**src/rtl/sram_port_arbiter.sv**
```systemverilog
// sram_port_arbiter: one addr_ok/data_ok memory port shared by
// fetch and load/store, responses routed back in grant order.
module sram_port_arbiter #(
  parameter int DEPTH = 2
) (
  input  logic        clk,
  input  logic        resetn,
  input  logic        inst_sram_req,
  input  logic [31:0] inst_sram_addr,
  output logic        inst_sram_addr_ok,
  output logic        inst_sram_data_ok,
  output logic [31:0] inst_sram_rdata,
  input  logic        data_sram_req,
  input  logic        data_sram_wr,
  input  logic [1:0]  data_sram_size,
  input  logic [3:0]  data_sram_wstrb,
  input  logic [31:0] data_sram_addr,
  input  logic [31:0] data_sram_wdata,
  output logic        data_sram_addr_ok,
  output logic        data_sram_data_ok,
  output logic [31:0] data_sram_rdata,
  output logic        mem_req,
  output logic        mem_wr,
  output logic [1:0]  mem_size,
  output logic [3:0]  mem_wstrb,
  output logic [31:0] mem_addr,
  output logic [31:0] mem_wdata,
  input  logic        mem_addr_ok,
  input  logic        mem_data_ok,
  input  logic [31:0] mem_rdata
);

  localparam int PW = (DEPTH > 1) ? $clog2(DEPTH) : 1;
  localparam int CW = $clog2(DEPTH) + 1;
  localparam logic [CW-1:0] FULL = CW'(DEPTH);
  localparam logic [PW-1:0] LAST = PW'(DEPTH - 1);

  typedef enum logic [1:0] {
    IDLE,
    G_DATA,
    G_INST
  } state_t;

  state_t           state;
  logic [DEPTH-1:0] owner;
  logic [PW-1:0]    wptr;
  logic [PW-1:0]    rptr;
  logic [CW-1:0]    count;

  logic gnt_data;
  logic gnt_inst;
  logic room;
  logic accept;
  logic push;
  logic pop;
  logic head;

  function automatic logic [PW-1:0] nxt(
    input logic [PW-1:0] p
  );
    return (p == LAST) ? '0 : p + 1'b1;
  endfunction

  assign gnt_data = (state == G_DATA);
  assign gnt_inst = (state == G_INST);
  assign room     = (count < FULL);
  assign accept   = mem_req && mem_addr_ok;
  assign pop      = mem_data_ok && (count != '0);
  // a full FIFO can only take a push that frees a slot the same cycle
  assign push     = accept && (room || pop);
  assign head     = owner[rptr];

  // grant FSM: data has fixed priority, one grant per transaction
  always_ff @(posedge clk or negedge resetn) begin
    if (!resetn) begin
      state <= IDLE;
    end else begin
      unique case (state)
        IDLE: begin
          if (data_sram_req && room)
            state <= G_DATA;
          else if (inst_sram_req && room)
            state <= G_INST;
        end
        G_DATA: begin
          if (accept || !data_sram_req)
            state <= IDLE;
        end
        G_INST: begin
          if (accept || !inst_sram_req)
            state <= IDLE;
        end
        default: state <= IDLE;
      endcase
    end
  end

  // steer the granted requester onto the memory port
  always_comb begin
    mem_req   = 1'b0;
    mem_wr    = 1'b0;
    mem_size  = 2'b00;
    mem_wstrb = 4'b0000;
    mem_addr  = 32'h0;
    mem_wdata = 32'h0;
    unique case (1'b1)
      gnt_data: begin
        mem_req   = data_sram_req;
        mem_wr    = data_sram_wr;
        mem_size  = data_sram_size;
        mem_wstrb = data_sram_wstrb;
        mem_addr  = data_sram_addr;
        mem_wdata = data_sram_wdata;
      end
      gnt_inst: begin
        mem_req   = inst_sram_req;
        mem_size  = 2'b10;
        mem_addr  = inst_sram_addr;
      end
      default: ;
    endcase
  end

  assign data_sram_addr_ok = gnt_data && accept;
  assign inst_sram_addr_ok = gnt_inst && accept;

  assign data_sram_data_ok = pop && head;
  assign inst_sram_data_ok = pop && !head;
  assign data_sram_rdata   = mem_rdata;
  assign inst_sram_rdata   = mem_rdata;

  // owner FIFO: records who each in-flight transaction belongs to
  always_ff @(posedge clk or negedge resetn) begin
    if (!resetn) begin
      owner <= '0;
      wptr  <= '0;
      rptr  <= '0;
      count <= '0;
    end else begin
      if (push) begin
        owner[wptr] <= gnt_data;
        wptr        <= nxt(wptr);
      end
      if (pop)
        rptr <= nxt(rptr);
      if (push && !pop)
        count <= count + 1'b1;
      else if (pop && !push)
        count <= count - 1'b1;
    end
  end

endmodule

```
**config.mk**
```make
export PLATFORM = sky130hd
export DESIGN_NAME = sram_port_arbiter
export DESIGN_NICKNAME = d
export VERILOG_FILES = /design/src/rtl/sram_port_arbiter.sv
export SDC_FILE = /design/constraint.sdc
export NUM_CORES = 1
export LEC_CHECK = 0
export CAP_MARGIN = 0
export CORE_AREA = 2 2 108 110
export DETAILED_ROUTE_END_ITERATION = 12
export DIE_AREA = 0 0 110 112
export DONT_BUFFER_PORTS = 1
export GPL_TIMING_DRIVEN = 0
export HOLD_SLACK_MARGIN = 0.1
export PLACE_DENSITY_LB_ADDON = 0.3
export SYNTH_ARGS = -nofsm -noshare
export SYNTH_HDL_FRONTEND = slang
export SYNTH_SLANG_ARGS = --single-unit
```
**constraint.sdc**
```tcl
create_clock -name clk -period 1.5 [get_ports clk]
set_input_delay 0.225 -clock clk [delete_from_list [all_inputs] [get_ports clk]]
set_output_delay 0.225 -clock clk [all_outputs]
set_load 0.02 [all_outputs]
```
# == Word-level counts from Yosys, hierarchy flattened ==
# Index checks and enable logic that the tools add are counted.
# op_classes
addsub,4
n_lt_le_gt_ge,4
eq_ne,5
muxes,20
n_reduce_logical,24
# ops
operator,n
$pmux 32 s2,1
$mux 32,1
$logic_and 1x1->1,12
$mux 2,6
$mux 1,6
$pmux 2 s3,1
$logic_not 1->1,5
$lt 1x2->1 const B,2
$mux 4,1
$ne 2x1->1 const B,2
$pmux 2 s2,1
$reduce_bool 2->1,2
$logic_or 1x1->1,3
$ne 3x3->1 const B,1
$reduce_and 3->1,1
$add 1x1->1 const B,2
$add 2x1->2 const B,1
$bwmux 2,1
$eq 2x1->1 const B,1
$eq 2x2->1 const B,1
$logic_not 2->1,1
$lt 2x2->1 const B,1
$pmux 1 s2,1
$sub 2x1->2 const B,1
other kinds (2),2
# word_totals
ff_bits,8
input_bits,141
out_inout_bits,140
elab_cells,62

# == Longest topological paths before layout ==
# depth
ltp_word,8
mapped_depth,9
ltp_nobuf,8

# == Worst setup path after synthesis ==
# Ideal clock, no wire load.
# synth_path
path_type,reg-to-output
start,register state[1]
end,output mem_addr[10]
t_arrival_ns,1.485
t_required_ns,1.275
path_slack_ns,-0.210
stages_incl_launch_ff,7
path_buffers,2
path_cell_list,dfrtp_1 inv_1 ha_1 buf_2 buf_2 a22oi_1 nor2b_1
# synth_via
elab_chain_cells,2
word_cells_on_any_way,3
classes_between,2 x eq/ne; 1 x mux
# synth_rtl
element,line,rtl
from (decl),44,state_t state;
from (signal assigned),76,state <= IDLE;
from (signal assigned),81,state <= G_DATA;
from (signal assigned),83,state <= G_INST;
$eq 2x1->1,64,assign gnt_data = (state == G_DATA);
named net gnt_data,50,logic gnt_data;
$pmux 32 s2,106,unique case (1'b1)
to (decl),26,"output logic [31:0] mem_addr,"
# The timed path passes the listed nets, and every way through them passes these cells.

# == Worst setup path in the final report ==
# layout_path
start,register state[0]
end,output mem_addr[10]
# layout_via
elab_chain_cells,2
word_cells_on_any_way,3
classes_between,2 x eq/ne; 1 x mux
# layout_rtl
element,line
$eq 2x2->1 / $eq 2x1->1 (equally long branches),"65, 64"
$pmux 32 s2 *,106
# Every way passes the cells marked *; elsewhere a longest branch is shown, timed or not.

==> impl_results.rst <==
.. list-table::
   :header-rows: 1

   * - Metric
     - Value
   * - Status
     - finished with violations
   * - Failing checks
     - negative setup slack
   * - Number of DRC markers after the initial detailed-route iteration
     - 48
   * - Synth Area per Inst
     - 7.599 sq um
   * - Post-Syn Instances
     - 231
   * - CTS Root Buffer Type
     - sky130_fd_sc_hd__clkbuf_16
   * - Routed wire length
     - around 6.7 mm
   * - Number of sinks on the clock net
     - 8
   * - Worst hold stages
     - 2
   * - Final nets
     - 396
   * - Worst-case headroom to the max-slew limit
     - about two thirds
   * - Router iterations before antenna repair
     - 2
   * - Detail-routed net length per standard cell
     - 17.04 um
   * - Clock buffers created by TritonCTS
     - 3
   * - Final period demand of the worst path
     - around 1.8 ns
   * - Fraction of the yosys area taken by sequential cells
     - 11.40%
   * - H-tree levels
     - 1
   * - Clock tree skew after final layout
     - roughly 0.00089 ns
   * - Startpoint-to-endpoint class of the critical path
     - flop to primary output
   * - Via count
     - 1636
   * - Share of cells above drive strength 1
     - 87.15%
   * - TritonCTS clock tree
     - built
   * - CP required
     - about 1.3 ns
   * - DP Wirelength
     - approximately 5.3 mm
   * - Part of the cycle the worst path needs
     - 119.3%
   * - Maximum clock rate
     - 558.7 MHz
   * - Core area
     - 11170 sq um
   * - Vias in the first global route
     - approximately 1500
   * - Synth warn
     - 0
   * - Via density per instance
     - 4.173
   * - Worst EP arrival
     - 1.57 ns
   * - Tightest Hold Check Type
     - input port to flop
   * - Drc violations
     - 0
   * - Number of max-slew violations in the final report
     - 0
   * - Floorplan die area
     - 12320 sq um
   * - Crit Path Max Fanout
     - 10
   * - Global Route Usage Sum
     - 9.129%
   * - Synthesized Nets
     - 376
   * - Floorplan row count
     - 39
   * - Number of synthesized register bits
     - 8
   * - Initial Util
     - 15.71%
   * - Area growth syn-to-layout
     - 66.86%
   * - Number of violations of the max-capacitance limit
     - 0
   * - Placer Congestion
     - approximately 0.74
   * - Number of unique standard cell types used by synthesis
     - 29
   * - Placed cell count
     - 374
   * - Clock Path Buffers
     - 2
   * - Largest net degree at the start of global routing
     - 11
   * - Number of antenna violations at the first check in global routing
     - 0
   * - R2R cell count
     - 6
   * - Number of standard cells in the layout, taps in and fillers out
     - between 300 and 400
   * - Clock network latency to the later pin of the worst-skew pair
     - 0.23 ns
   * - Setup repair after global routing missed its margin
     - yes
   * - Wire length of the first global-routing pass
     - 8.631 mm
   * - Actual transition at the worst max-transition pin
     - approximately 0.50 ns
   * - Number of filler instances in the final layout
     - 1168
   * - Final-report setup violation count
     - 83
   * - Clock transition at the registers of the reported paths
     - 0.04 ns
   * - Setup slack after layout
     - -0.2900 ns
   * - Aggregate negative setup slack
     - -15.70 ns
   * - Die height
     - 112 um
   * - Most common cell after layout, fill and taps aside
     - sky130_fd_sc_hd__buf_4
   * - Category of the worst setup path capture point
     - primary output
   * - Number of ports placed on the die boundary
     - between 200 and 300
   * - IR Drop Worst-Case VDD
     - 0.8162 mV
   * - Ant diodes
     - 0
   * - Final hold slack
     - 0.2019 ns
   * - X dimension of the die
     - 110 um
   * - Final core occ
     - 26.21%
   * - Power density over cell area
     - 1830 nW/um^2
   * - Routed Antenna Nets
     - 0
   * - Cell area after synthesis
     - 1755 sq um
   * - Remaining global-route overflow
     - 0
   * - Leading cell types in the layout, fill and taps excluded
     - sky130_fd_sc_hd__buf_4 (72), sky130_fd_sc_hd__and2_4 (41), sky130_fd_sc_hd__nor2b_4 (33)
   * - Hold Fails Final Rpt
     - 0
   * - Buffers added on ports
     - 0
   * - Leakage power summed over all cells
     - 1.180 nW
   * - Launching element type of the critical path
     - flop
[routing by layer]
layer / global-route usage, % / up-vias / wire length (um)
met4: 0.7595 / 0 / 8
met3: 2.108 / 2 / 677
met5: 0 / - / 0
met1: 9.306 / 756 / 2118
met2: 18.77 / 137 / 3874
li1: - / 741 / -
[logic make-up (layout without fill, tap and decap cells)]
group / count (synthesis) / in the layout / share of synthesized area (%)
buffers and inverters: 82 / 100 / 31.65
adder cells (fa/ha/maj): 4 / 4 / 2.851
multiplexers: 3 / 3 / 1.853
AO/OA/AOI/OAI: 40 / 40 / 17.60
AND/OR/NAND/NOR: 89 / 89 / 32.15
flip-flops: 8 / 8 / 11.40
XOR/XNOR: 5 / 5 / 2.495
[stage by stage]
stage               setup WS, ns  total power, mW  area [sq um]
floorplan                -0.1780            2.862          1964
global placement         -0.5564            3.301          2143
detailed placement       -0.5749            3.337          2143
CTS                      -0.3040            4.932          2754
global route             -0.3645            5.682          2929
finish                   -0.2900            5.361          2929
[synth_stat cells]
cell type                   n  area share [%]
sky130_fd_sc_hd__a21oi_1    2            0.57
sky130_fd_sc_hd__a22o_1     1            0.50
sky130_fd_sc_hd__a22oi_1   32              14
sky130_fd_sc_hd__a22oi_4    1             1.2
sky130_fd_sc_hd__and2_1    41              15
sky130_fd_sc_hd__and2b_1    1            0.43
sky130_fd_sc_hd__buf_2      3            0.86
sky130_fd_sc_hd__buf_4     65              28
sky130_fd_sc_hd__clkbuf_1  11             2.4
sky130_fd_sc_hd__dfrtp_1    8              11
sky130_fd_sc_hd__ha_1       4             2.9
sky130_fd_sc_hd__inv_1      3            0.64
sky130_fd_sc_hd__mux2_1     2             1.3
sky130_fd_sc_hd__mux2i_1    1            0.57
sky130_fd_sc_hd__nand2_1    1            0.21
sky130_fd_sc_hd__nand2_2    1            0.36
sky130_fd_sc_hd__nand2b_1   1            0.36
sky130_fd_sc_hd__nand3_1    3            0.86
sky130_fd_sc_hd__nand3b_1   1            0.43
sky130_fd_sc_hd__nor2_1     3            0.64
sky130_fd_sc_hd__nor2b_1   34              12
sky130_fd_sc_hd__nor3_2     1            0.57
sky130_fd_sc_hd__nor4_2     1            0.71
sky130_fd_sc_hd__nor4b_2    1            0.86
sky130_fd_sc_hd__o211ai_1   2            0.86
sky130_fd_sc_hd__o21ai_1    1            0.28
sky130_fd_sc_hd__o311ai_1   1            0.50
sky130_fd_sc_hd__xnor2_1    2             1.0
sky130_fd_sc_hd__xor2_1     3             1.5
[worst paths after layout]
path / from / endpoint / slack (ns)
worst max register to register: state[0] / owner[1] / -0.29
worst min register to register: rptr / rptr / 0.51
max in group asynchronous: resetn / state[0] / 0.86
worst min-delay path: data_sram_req / state[0] / 0.20
min in group asynchronous: resetn / rptr / 0.35
worst max-delay path: state[0] / mem_addr[10] / -0.29
[cell type report]
cell class	count	area, sq um	share of cell area, %
multi-input cells	141	1612	55.02
plain buffers	78	669.4	22.85
flip-flops and latches	8	202.7	6.920
well taps	143	178.9	6.109
repair buffers	16	175.2	5.980
clock buffers	3	75.07	2.563
inverters	3	16.27	0.5553
[sequential cells by signal, indices dropped and copies added (netlist names)]
register	flops
wptr	1
rptr	1
owner	2
count	2
state	2
[timing repair]
item                                   in CTS  in global routing
endpoints found under the hold margin       8                  0
hold buffers                                1                  0
setup endpoints to repair                  83                 83
cloned                                      0                  1
resized for setup                         128                 28
setup buffers                               9                  5
pin swaps                                  11                  6
[critical path, cell delays in order (launching register included)]
cell and delay [ns]:
sky130_fd_sc_hd__dfrtp_2 0.43, sky130_fd_sc_hd__inv_4 0.06, sky130_fd_sc_hd__ha_4 0.33, sky130_fd_sc_hd__buf_4 0.15, sky130_fd_sc_hd__buf_8 0.13, sky130_fd_sc_hd__nor2b_4 0.23
[power by group]
| group | leakage, nW | switching (mW) | internal [mW] |
|---|---|---|---|
| clock network | 0.0370 | 0.100 | 0.343 |
| logic | 1.05 | 2.22 | 2.25 |
| registers | 0.0976 | 0.126 | 0.316 |
| total | 1.18 | 2.45 | 2.91 |
No activity file was read; power rests on OpenSTA's default activity.
